`src/rtl/ir_queue.sv`:
```
// Instruction register fed by a DEPTH-entry prefetch FIFO, with an empty-queue bypass
// and a flush that drops all prefetched words and invalidates the register.
module ir_queue #(
  parameter int unsigned DATA_W = 16,
  parameter int unsigned OP_W   = 4,
  parameter int unsigned DEPTH  = 4
) (
  input  logic                       clk,
  input  logic                       rst_n,
  input  logic [DATA_W-1:0]          in_instruction,
  input  logic                       in_valid,
  output logic                       in_ready,
  input  logic                       ir_ce,
  input  logic                       flush,
  output logic [OP_W-1:0]            out_opcode,
  output logic [DATA_W-OP_W-1:0]     out_address,
  output logic                       out_valid,
  output logic [$clog2(DEPTH+1)-1:0] count
);

  localparam int unsigned PtrW  = $clog2(DEPTH);
  localparam int unsigned CntW  = $clog2(DEPTH + 1);
  localparam int unsigned AddrW = DATA_W - OP_W;

  logic [DATA_W-1:0] mem_q [DEPTH];
  logic [PtrW-1:0]   rd_ptr_q, rd_ptr_d;
  logic [PtrW-1:0]   wr_ptr_q, wr_ptr_d;
  logic [CntW-1:0]   count_q, count_d;
  logic [DATA_W-1:0] ir_q, ir_d;
  logic              valid_q, valid_d;

  logic empty, push, pop, bypass;

  assign in_ready = (count_q != CntW'(DEPTH));
  assign empty    = (count_q == '0);
  assign pop      = ir_ce && !empty && !flush;
  assign bypass   = ir_ce && empty && in_valid && !flush;
  // A bypassed word goes straight to the register and never occupies a slot.
  assign push     = in_valid && in_ready && !flush && !bypass;

  always_comb begin
    rd_ptr_d = rd_ptr_q;
    wr_ptr_d = wr_ptr_q;
    count_d  = count_q;
    ir_d     = ir_q;
    valid_d  = valid_q;
    if (flush) begin
      rd_ptr_d = '0;
      wr_ptr_d = '0;
      count_d  = '0;
      ir_d     = '0;
      valid_d  = 1'b0;
    end else begin
      if (push) wr_ptr_d = wr_ptr_q + PtrW'(1);
      if (pop)  rd_ptr_d = rd_ptr_q + PtrW'(1);
      case ({push, pop})
        2'b10:   count_d = count_q + CntW'(1);
        2'b01:   count_d = count_q - CntW'(1);
        default: count_d = count_q;
      endcase
      if (ir_ce) begin
        if (pop) begin
          ir_d    = mem_q[rd_ptr_q];
          valid_d = 1'b1;
        end else if (bypass) begin
          ir_d    = in_instruction;
          valid_d = 1'b1;
        end else begin
          // Starved load: fields keep their old value, only validity drops.
          valid_d = 1'b0;
        end
      end
    end
  end

  always_ff @(posedge clk) begin
    if (!rst_n) begin
      rd_ptr_q <= '0;
      wr_ptr_q <= '0;
      count_q  <= '0;
      ir_q     <= '0;
      valid_q  <= 1'b0;
    end else begin
      rd_ptr_q <= rd_ptr_d;
      wr_ptr_q <= wr_ptr_d;
      count_q  <= count_d;
      ir_q     <= ir_d;
      valid_q  <= valid_d;
    end
  end

  // Storage is not reset; gate on rst_n so a word presented during reset is not written.
  always_ff @(posedge clk) begin
    if (rst_n && push) mem_q[wr_ptr_q] <= in_instruction;
  end

  assign out_opcode  = ir_q[DATA_W-1 -: OP_W];
  assign out_address = ir_q[AddrW-1:0];
  assign out_valid   = valid_q;
  assign count       = count_q;

endmodule

```
`config.mk`:
```
export PLATFORM = sky130hd
export DESIGN_NAME = ir_queue
export DESIGN_NICKNAME = d
export VERILOG_FILES = /design/src/rtl/ir_queue.sv
export SDC_FILE = /design/constraint.sdc
export NUM_CORES = 1
export LEC_CHECK = 0
export ABC_AREA = 1
export BUFFER_PORTS_ARGS = -buffer_cell sky130_fd_sc_hd__buf_2
export CAP_MARGIN = 20
export CORE_ASPECT_RATIO = 2
export CORE_MARGIN = 3
export CORE_UTILIZATION = 45
export CTS_BUF_LIST = sky130_fd_sc_hd__clkbuf_4 sky130_fd_sc_hd__clkbuf_8 sky130_fd_sc_hd__clkbuf_16
export CTS_CLUSTER_SIZE = 30
export DETAILED_ROUTE_END_ITERATION = 10
export GPL_TIMING_DRIVEN = 0
export PLACE_DENSITY = 0.64
export SLEW_MARGIN = 20
export SYNTH_ARGS = -nofsm -noshare
export SYNTH_HDL_FRONTEND = slang
export SYNTH_SLANG_ARGS = --single-unit
```
`constraint.sdc`:
```
create_clock -name clk -period 2.2 [get_ports clk]
set_input_delay 0.11 -clock clk [delete_from_list [all_inputs] [get_ports clk]]
set_output_delay 0.11 -clock clk [all_outputs]
set_load 0.02 [all_outputs]
```
==> results of run 1 <==
[where the power goes]
group	switching, µW	internal, µW
sequential	7.89	1830
clock	602	910
combinational	121	67.1
[layout by cell type (no fill, tap or decap), types with 4 or more instances in the layout]
cell type,n
sky130_fd_sc_hd__clkbuf_16,9
sky130_fd_sc_hd__o21ai_1,17
sky130_fd_sc_hd__nand2_1,90
sky130_fd_sc_hd__a21oi_1,15
sky130_fd_sc_hd__nand3_2,8
sky130_fd_sc_hd__buf_6,5
sky130_fd_sc_hd__nand3_1,60
sky130_fd_sc_hd__dfxtp_1,23
sky130_fd_sc_hd__buf_8,4
sky130_fd_sc_hd__a21oi_2,9
sky130_fd_sc_hd__inv_1,34
sky130_fd_sc_hd__edfxtp_1,64
sky130_fd_sc_hd__ha_1,5
sky130_fd_sc_hd__nor2_2,5
sky130_fd_sc_hd__buf_2,52
[stage by stage]
stage          power [µW]  hold slack, ns  setup WS, ns  setup TNS (ns)  instance area, µm²
3_5_place_dp         2060           0.348         0.123               0                4290
5_1_grt              3660         0.00480        0.0355               0                4630
4_1_cts              3570         0.00145        0.0982               0                4610
2_1_floorplan        1980           0.209         0.202               0                3900
3_3_place_gp         2050           0.338        -0.369          -21.96                4220
6_report             3540         0.00646         0.229               0                4630
[layout make-up]
class / instances / area [µm²]
Timing Repair Buffer: 48 / 295
Inverter: 37 / 146
Tap cell: 98 / 123
Fill cell: 765 / 3720
Sequential cell: 90 / 2450
Multi-Input combinational cell: 223 / 1180
Buffer: 19 / 143
Clock inverter: 3 / 42.5
Clock buffer: 12 / 248
[cells by family (layout without fill, tap and decap cells)]
| kind of cell | Yosys count | after routing | synth area share [%] |
|---|---|---|---|
| AND/OR/NAND/NOR | 171 | 171 | 21.0 |
| adder cells (fa/ha/maj) | 6 | 6 | 2.12 |
| flip-flops | 90 | 90 | 62.7 |
| XOR/XNOR | 1 | 1 | 0.225 |
| buffers and inverters | 56 | 119 | 7.35 |
| AO/OA/AOI/OAI | 45 | 45 | 6.65 |
[what timing repair did]
action | in CTS | in global routing
hold buffers | 3 | 0
endpoints found under the setup margin | 0 | 1
endpoints found under the hold margin | 12 | 0
gates resized for setup | 0 | 7
[sequential cells by signal, summed over array words and instances (netlist names), named ones only]
signal	cells
ir_q	16
count	3
mem_q	64
rd_ptr_q	2
wr_ptr_q	2
out_valid	1
[how the worst max path moves through the flow]
stage,from,end,cells past startpoint
6_report,count[2],count[2],13
3_5_place_dp,count[2],count[2],12
4_1_cts,count[2],count[2],12
2_1_floorplan,count[2],mem_q[0][0],3
3_3_place_gp,count[2],mem_q[0][7],3
5_1_grt,count[2],count[2],13
[layer usage]
layer	up-vias	wire length, µm	global-route usage, %
met2	49	5060	36.1
met3	9	336	2.99
met5	-	0	0
li1	1363	-	-
met1	1284	3340	20.7
met4	0	161	8.79
[worst reg2reg max path: cells and delay by family (launching register included)]
family	cells	cell delay (ns)
AOI/OAI and AO/OA	2	0.17
adders and majority gates	2	0.51
DFF	1	0.34
buffers and inverters	5	0.47
and+or+nand+nor	4	0.41
==> key figures, run 1 <==
Synth
  • Fraction of post-synthesis cell area in the top cell type by area: 49.3%
  • Commonest cells in the netlist: 90 x sky130_fd_sc_hd__nand2_1, 64 x sky130_fd_sc_hd__edfxtp_1, 60 x sky130_fd_sc_hd__nand3_1
  • Share of synthesized flip-flops with an asynchronous set or reset: 0%
  • Netlist cell types: 27
  • Leading cell type by number of instances after synthesis: sky130_fd_sc_hd__nand2_1
  • Synthesized netlist net count: 396
  • Part of the Yosys area used for sequential elements: 62.7%
  • Most area-hungry cell type in the Yosys netlist: sky130_fd_sc_hd__edfxtp_1
  • Biggest area contributors in the synthesized netlist: sky130_fd_sc_hd__edfxtp_1 49%, sky130_fd_sc_hd__dfxtp_1 13%, sky130_fd_sc_hd__nand2_1 8.7%
  • Avg Cell Area, Syn: 10.6 µm²
  • Gate count of the mapped netlist: 369
  • Number of warnings reported in the yosys synthesis log: 0
  • Post-synthesis sequential element count: 90
  • Ys flop type: sky130_fd_sc_hd__edfxtp_1
  • Number of flops mapped to enable cells by yosys: 64
  • Combined area of all synthesized cells: 3900 µm²

Clock tree
  • Worst-Skew Late Latency: 0.34 ns
  • Clock transition time at the flip-flop clock pins of the worst setup and hold paths: 0.06 ns
  • Clock tree from TritonCTS: built
  • Total setup buffers inserted after CTS: 0
  • Total clock buffers created by CTS: 9
  • Number of H-tree branching levels: 3
  • CTS sink cnt: 90
  • Clock buffer depth: 2
  • Buffer cell driving the clock tree root: sky130_fd_sc_hd__clkbuf_16

Routing
  • First-iteration detailed-routing DRC count: 162
  • Count of vias placed by the detailed router: 2,705
  • Vias per std cell: 5.10
  • Final wirelength: 8.89 mm
  • Post-route DRC violation count: 0
  • Post-route ant nets: 0
  • Wirelength per Cell: 16.8 µm
  • Number of iterations in the first detailed-routing pass: 4

Job
  • Number of max-cap violations: 0

Timing
  • Max Clock Skew: 0.00462 ns
  • Maximum achievable frequency: 507 MHz
  • Min Clock Period, post-route: 1.97 ns
  • Final number of setup-violating endpoints: 0
  • Actual transition at the worst max-transition pin: 0.551 ns
  • Worst slew margin relative to its limit: 63.3%
  • Period utilisation layout: 89.6%
  • RSZ-0062 raised after global routing: no
  • Number of slew-limit violations in the final report: 0
  • Final Hold Fails: 0

Placed design
  • HPWL reported at the end of detailed placement: 6.30 mm
  • IO Port Bufs: 41
  • Routability cong.: 0.769
  • Instance count after placement with tap cells included: 512

Power and ir drop
  • Power per standard cell area: 765 nW/µm²
  • Leakage power summed over all cells: 0.00184 µW
  • IR Drop Worst-Case VDD: 0.000464 V

Critical path
  • Critical Path AT: 2.24 ns
  • FF-to-FF path depth: 13
  • Peak per-stage delay on the critical path: 0.34 ns
  • Ordered list of cells on the worst path: inv_1 > nand2_2 > nand2_8 > inv_8 > buf_12 > ha_1 > inv_1 > fa_2 > inv_1 > nand2_1 > nand3_1 > o21ai_2 > a21oi_1
  • CP Data Required Time: 2.46 ns
  • Startpoint of the worst-slack reg-to-reg timing path: count[2]
  • Worst Setup Start Kind: register
  • Family of cells with the greatest summed delay on the critical path: adder cells
  • Critical path buffer and inverter count: 5
  • Capturing point of the worst reg2reg path: count[2]
  • Maximum fanout along the worst path: 10
  • CP max-delay cell: sky130_fd_sc_hd__dfxtp_2
  • Setup crit end kind: register
  • Reg-to-reg slack, setup: 0.23 ns
  • Category of the most critical setup path: register to register
  • Worst path most repeated cell: sky130_fd_sc_hd__inv_1

Global route
  • Global-route wire length before repair: 13.8 mm
  • Vias in the first global route: 2,683
  • Antenna violations before repair: 0
  • Total global-route track usage: 19.3%
  • GRT Residual Overflow: 0
  • Pin count of the biggest net entering global routing: 15

Layout
  • Ratio of cells with drive above 1 in the final layout: 26.2%
  • Antenna cells: 0
  • Share of the core filled with cells: 55.4%
  • Area added between synthesis and finish: 18.8%
  • # nets final: 455
  • Count of non-filler cells in the finished layout: 530

Floorplan
  • Die span in x: 71.8 µm
  • Die height: 138 µm
  • Core region area: 8350 µm²
  • Standard-cell rows: 47
  • Starting utilization of the core area: 46.7%
  • I/O pin total: 42
  • Area of the die: 9880 µm²

Min path
  • Worst-case hold path end point: mem_q[0][11]
  • Min-delay worst type: input port to register
  • Beginning of the worst hold path: in_instruction[11]
  • Cell depth of the worst min-delay path: 1

Outcome
  • Run status: finished clean
(Power assumes the default switching activity.)
==> run 2: changes to the inputs <==
Settings changed: BUFFER_PORTS_ARGS -buffer_cell sky130_fd_sc_hd__buf_2 to -buffer_cell sky130_fd_sc_hd__clkbuf_2, CAP_MARGIN 20 to 25, PLACE_DENSITY 0.64 to 0.66.
Clock period 2.2 ns to 1.6 ns, I/O delays scaled along.
==> run 2 against run 1 <==
Effect of this change:
- the flow now finishes with violations (setup timing)
- final cell count rose by 3.8%
- critical path type unchanged
- largest power group unchanged
- setup slack worse by 0.35 ns
- first-iteration DRC count is 27% lower
- worst hold slack improved by 0.073 ns
- non-clock buffer count up 19
==> key figures, run 2 (synthesis gave the netlist of run 1 again) <==
Global route
  • Global-route wire length before repair: 14.3 mm
  • GRT Residual Overflow: 0
  • Antenna violations before repair: 0
  • Total global-route track usage: 20.0%
  • Vias in the first global route: 2,924
  • Pin count of the biggest net entering global routing: 18

Layout
  • Total non-filler cell area in the finished layout: 4880 µm²
  • Count of non-filler cells in the finished layout: 550
  • Antenna cells: 0
  • Area taken by flip-flops and latches: 2450 µm²
  • Top reg by flops: mem_q
  • # nets final: 474
  • Area of the multi-input gates: 1250 µm²
  • Most common cell after layout, fill and taps aside: sky130_fd_sc_hd__nand2_1
  • Flip-flop count of the largest register after layout: 64
  • Leading cell types in the layout, fill and taps excluded: 89 x sky130_fd_sc_hd__nand2_1, 64 x sky130_fd_sc_hd__edfxtp_1, 58 x sky130_fd_sc_hd__nand3_1
  • Area added between synthesis and finish: 25.3%
  • Number of filler cells placed in the layout: 727
  • Ratio of cells with drive above 1 in the final layout: 28.5%

Timing
  • Min Clock Period, post-route: 1.72 ns
  • Maximum achievable frequency: 582 MHz
  • Actual transition at the worst max-transition pin: 0.580 ns
  • RSZ-0062 raised after global routing: yes
  • Period utilisation layout: 107%
  • Setup total negative slack: -0.121 ns
  • Final number of setup-violating endpoints: 2
  • Max Clock Skew: 0.00924 ns
  • Setup ws final: -0.119 ns
  • Number of slew-limit violations in the final report: 0
  • Worst slew margin relative to its limit: 61.4%
  • Final Hold Fails: 0

Critical path
  • FF-to-FF path depth: 10
  • Reg-to-reg slack, setup: -0.12 ns
  • CP Data Required Time: 1.83 ns
  • Crit path from: count[0]
  • Worst Setup Start Kind: register
  • Startpoint of the worst-slack reg-to-reg timing path: count[0]
  • Category of the most critical setup path: register to register
  • Maximum fanout along the worst path: 3
  • Critical Path AT: 1.95 ns
  • Capturing point of the worst reg2reg path: count[2]
  • Critical path destination: count[2]
  • Setup crit end kind: register

Routing
  • Uppermost signal routing layer after detailed routing: met4
  • Number of iterations in the first detailed-routing pass: 4
  • Post-route ant nets: 0
  • Post-route DRC violation count: 0
  • Wirelength per Cell: 16.7 µm
  • First-iteration detailed-routing DRC count: 119
  • Final wirelength: 9.18 mm
  • Count of vias placed by the detailed router: 2,862
  • Length of routed wiring on met1: 3.22 mm
  • Vias per std cell: 5.20
  • Met3 wire len: 439 µm
  • Wire length on met2: 5.26 mm

Floorplan
  • Area of the die: 9880 µm²
  • Die height: 138 µm
  • Die span in x: 71.8 µm
  • Core region area: 8350 µm²
  • I/O pin total: 42
  • Standard-cell rows: 47
  • Starting utilization of the core area: 46.7%

Placed design
  • Instance area after placement: 4290 µm²
  • Instance count after placement with tap cells included: 508
  • HPWL reported at the end of detailed placement: 6.20 mm
  • Pre-CTS worst setup slack: -0.347 ns
  • IO Port Bufs: 41
  • Routability cong.: 0.789

Clock tree
  • Buffer cell driving the clock tree root: sky130_fd_sc_hd__clkbuf_16
  • Number of H-tree branching levels: 3
  • Clock tree from TritonCTS: built
  • Clock buffer depth: 2
  • CTS sink cnt: 90
  • Clock transition time at the flip-flop clock pins of the worst setup and hold paths: 0.06 ns
  • Worst-Skew Late Latency: 0.35 ns
  • Total clock buffers created by CTS: 9

Power and ir drop
  • Power per standard cell area: 981 nW/µm²
  • Leakage power summed over all cells: 0.00192 µW
  • IR Drop Worst-Case VDD: 0.000701 V

Outcome
  • Violated checks: setup timing
  • Run status: finished, violations left

Job
  • Number of max-cap violations: 0

Min path
  • Min-delay worst type: input port to register
[run 2: cell type report]
cell class	instances	area share, %
Sequential cell	90	50.2
Inverter	37	3.18
Tap cell	98	2.51
Multi-Input combinational cell	223	25.7
Clock buffer	11	5.05
Clock inverter	5	0.641
Timing Repair Buffer	68	10.2
Buffer	18	2.51
[run 2: power by group]
part / switching (µW) / internal, µW
clock: 847 / 1110
sequential: 12.0 / 2510
combinational: 186 / 124
[run 2: critical path: stages, from the launching register on]
cell	delay [ns]
sky130_fd_sc_hd__dfxtp_4	0.35
sky130_fd_sc_hd__nor2_4	0.17
sky130_fd_sc_hd__o21ai_4	0.09
sky130_fd_sc_hd__nand2_2	0.11
sky130_fd_sc_hd__ha_4	0.14
sky130_fd_sc_hd__inv_2	0.04
sky130_fd_sc_hd__fa_2	0.35
sky130_fd_sc_hd__nand2_1	0.09
sky130_fd_sc_hd__nand3_2	0.09
sky130_fd_sc_hd__o21ai_2	0.12
sky130_fd_sc_hd__a21oi_1	0.05
[run 2: worst min path at each step]
stage | cells after the start | startpoint | to | slack [ns]
after floorplan | 0 | in_instruction[0] | mem_q[0][0] | 0.18
after detailed placement | 1 | in_instruction[0] | mem_q[1][0] | 0.33
after global routing | 3 | rst_n | rd_ptr_q[1] | 0.10
after CTS | 3 | rst_n | rd_ptr_q[1] | 0.06
after global placement | 1 | in_instruction[0] | mem_q[1][0] | 0.31
final | 3 | rst_n | rd_ptr_q[1] | 0.08
[run 2: routing by layer]
metal | up-vias | global-route usage, %
met5 | - | 0
met4 | 0 | 9.62
met3 | 16 | 4.31
met2 | 77 | 38.4
met1 | 1366 | 19.6
li1 | 1403 | -
[run 2: repair_timing]
| item | in CTS | in global routing |
|---|---|---|
| setup endpoints to repair | 66 | 66 |
| pin swaps | 11 | 4 |
| buffers inserted | 8 | 3 |
| hold buffers | 16 | 0 |
| gates resized for setup | 8 | 3 |
| gates cloned | 0 | 0 |
| hold endpoints to repair | 64 | 0 |
[run 2: per-stage QoR]
step	hold slack (ns)	total power, µW	util, %
finish	0.0795	4790	58.5
global route	0.104	4950	58.5
CTS	0.0626	4820	58.1
detailed placement	0.328	2840	51.3
global placement	0.312	2830	51.3
floorplan	0.179	2730	-
==> run 3: changes to the inputs <==
Settings changed: SETUP_SLACK_MARGIN set to 0.5.
==> run 3 against run 2 <==
Effect of this change:
- the run still ends with setup timing left
- total power grew 5.7%
- clock-buffer cell count increased by 1
- global-route usage fell by 0.052 points
- critical path depth did not move
- setup slack gained 0.0013 ns
- utilization increased by 6.4 points
- first-iteration DRC count grew 40%
- worst hold slack gained 0.041 ns
==> key figures, run 3 (synthesis gave the netlist of run 1 again) <==
Outcome
  • Run status: finished, violations left
  • Violated checks: setup timing

Critical path
  • FF-to-FF path depth: 10
  • Setup crit end kind: register
  • Capturing point of the worst reg2reg path: count[2]
  • CP Data Required Time: 1.83 ns
  • Maximum fanout along the worst path: 4
  • Startpoint of the worst-slack reg-to-reg timing path: count[0]
  • Category of the most critical setup path: register to register
  • Worst Setup Start Kind: register
  • Reg-to-reg slack, setup: -0.12 ns
  • Critical Path AT: 1.95 ns

Layout
  • Area of the multi-input gates: 1500 µm²
  • Total non-filler cell area in the finished layout: 5420 µm²
  • # nets final: 488
  • Share of the core filled with cells: 64.9%
  • Leading cell types in the layout, fill and taps excluded: 74 x sky130_fd_sc_hd__nand2_1, 64 x sky130_fd_sc_hd__edfxtp_1, 42 x sky130_fd_sc_hd__nand3_1
  • Area taken by flip-flops and latches: 2450 µm²
  • Area added between synthesis and finish: 39.0%
  • Antenna cells: 0
  • Number of filler cells placed in the layout: 634
  • Ratio of cells with drive above 1 in the final layout: 41.4%
  • Flip-flop count of the largest register after layout: 64
  • Most common cell after layout, fill and taps aside: sky130_fd_sc_hd__nand2_1
  • Top reg by flops: mem_q

Floorplan
  • Die height: 138 µm
  • Die span in x: 71.8 µm
  • Starting utilization of the core area: 46.7%
  • I/O pin total: 42
  • Core region area: 8350 µm²
  • Area of the die: 9880 µm²
  • Standard-cell rows: 47

Clock tree
  • Buffer cell driving the clock tree root: sky130_fd_sc_hd__clkbuf_16
  • Clock transition time at the flip-flop clock pins of the worst setup and hold paths: 0.06 ns
  • Worst-Skew Late Latency: 0.33 ns
  • Total clock buffers created by CTS: 9
  • Number of H-tree branching levels: 3
  • Clock tree from TritonCTS: built
  • CTS sink cnt: 90
  • Clock buffer depth: 2

Routing
  • Post-route DRC violation count: 0
  • Post-route ant nets: 0
  • First-iteration detailed-routing DRC count: 167
  • Number of iterations in the first detailed-routing pass: 4
  • Vias per std cell: 5.27
  • Count of vias placed by the detailed router: 2,972
  • Wirelength per Cell: 18.1 µm
  • Final wirelength: 10.2 mm

Placed design
  • IO Port Bufs: 41
  • HPWL reported at the end of detailed placement: 6.10 mm
  • Instance area after placement: 4290 µm²
  • Pre-CTS worst setup slack: -0.351 ns
  • Routability cong.: 0.785

Timing
  • RSZ-0062 raised after global routing: yes
  • Setup total negative slack: -0.284 ns
  • Number of slew-limit violations in the final report: 0
  • Worst slew margin relative to its limit: 75.8%
  • Min Clock Period, post-route: 1.72 ns
  • Final hold slack: 0.120 ns
  • Final Hold Fails: 0
  • Max Clock Skew: 0.00424 ns
  • Period utilisation layout: 107%
  • Maximum achievable frequency: 582 MHz
  • Setup ws final: -0.118 ns
  • Final number of setup-violating endpoints: 6
  • Actual transition at the worst max-transition pin: 0.361 ns

Global route
  • Total global-route track usage: 20.0%
  • Antenna violations before repair: 0
  • Global-route wire length before repair: 14.4 mm
  • Vias in the first global route: 2,894
  • GRT Residual Overflow: 0
  • Pin count of the biggest net entering global routing: 17

Min path
  • Min-delay worst type: input port to register
  • Worst-case hold path end point: rd_ptr_q[0]
  • Cell depth of the worst min-delay path: 3
  • Beginning of the worst hold path: rst_n

Power and ir drop
  • IR Drop Worst-Case VDD: 0.000847 V
  • Power per standard cell area: 935 nW/µm²
  • Leakage power summed over all cells: 0.00221 µW

Job
  • Number of max-cap violations: 0
==> run 3: cell count changes in the layout (fill, tap and decap cells not counted), sizes merged <==
cell / change
clkbuf: +7
buf: +8
clkinvlp: +1
clkinv: -3
bufinv: +1
==> run 3: final cells by class <==
type,instances,area share (%)
plain buffers,19,3.10
clock buffers,12,4.80
clock inverters,4,0.924
inverters,37,2.75
multi-input cells,223,27.7
flip-flops and latches,90,45.3
well taps,98,2.26
repair buffers,81,13.2
==> run 3: how the worst max path moves through the flow <==
stage              from     endpoint  slack (ns)
2_1_floorplan  count[0]     count[2]       -0.14
3_3_place_gp   count[2]  mem_q[3][8]       -0.32
3_5_place_dp   count[2]  mem_q[3][7]       -0.35
4_1_cts        count[1]     count[2]       -0.10
5_1_grt        count[0]     count[2]       -0.20
6_report       count[0]     count[2]       -0.12
==> run 3: repair_timing <==
item | CTS | global route
hold buffers | 16 | 0
endpoints found under the hold margin | 64 | 0
cloned | 0 | 4
endpoints found under the setup margin | 89 | 91
setup buffers | 12 | 8
pin swaps | 8 | 15
gates resized for setup | 10 | 78
==> run 3: per-stage QoR <==
| step | std cells | total power (µW) |
|---|---|---|
| after floorplan | 369 | 2730 |
| after global placement | 508 | 2830 |
| after detailed placement | 508 | 2830 |
| after CTS | 552 | 5010 |
| after global routing | 564 | 5210 |
| final | 564 | 5060 |
==> run 3: metal layers <==
layer | vias up | track usage [%] | wire, µm
li1 | 1428 | - | -
met1 | 1423 | 21.0 | 3450
met2 | 105 | 38.4 | 5960
met3 | 16 | 2.70 | 554
met4 | 0 | 8.47 | 212
met5 | - | 0 | 0
==> run 3: power by group <==
part	switching [µW]	internal, µW
Clock	845	1310
Sequential	12.9	2510
Combinational	219	162
==> run 3: worst max-delay path: stages, from the launching register on <==
cell,delay [ns]
sky130_fd_sc_hd__dfxtp_4,0.35
sky130_fd_sc_hd__nor2_4,0.15
sky130_fd_sc_hd__o21ai_2,0.12
sky130_fd_sc_hd__nand2_2,0.13
sky130_fd_sc_hd__ha_4,0.15
sky130_fd_sc_hd__inv_2,0.04
sky130_fd_sc_hd__fa_2,0.33
sky130_fd_sc_hd__nand2_1,0.09
sky130_fd_sc_hd__nand3_2,0.09
sky130_fd_sc_hd__o21ai_1,0.12
sky130_fd_sc_hd__a21oi_1,0.05
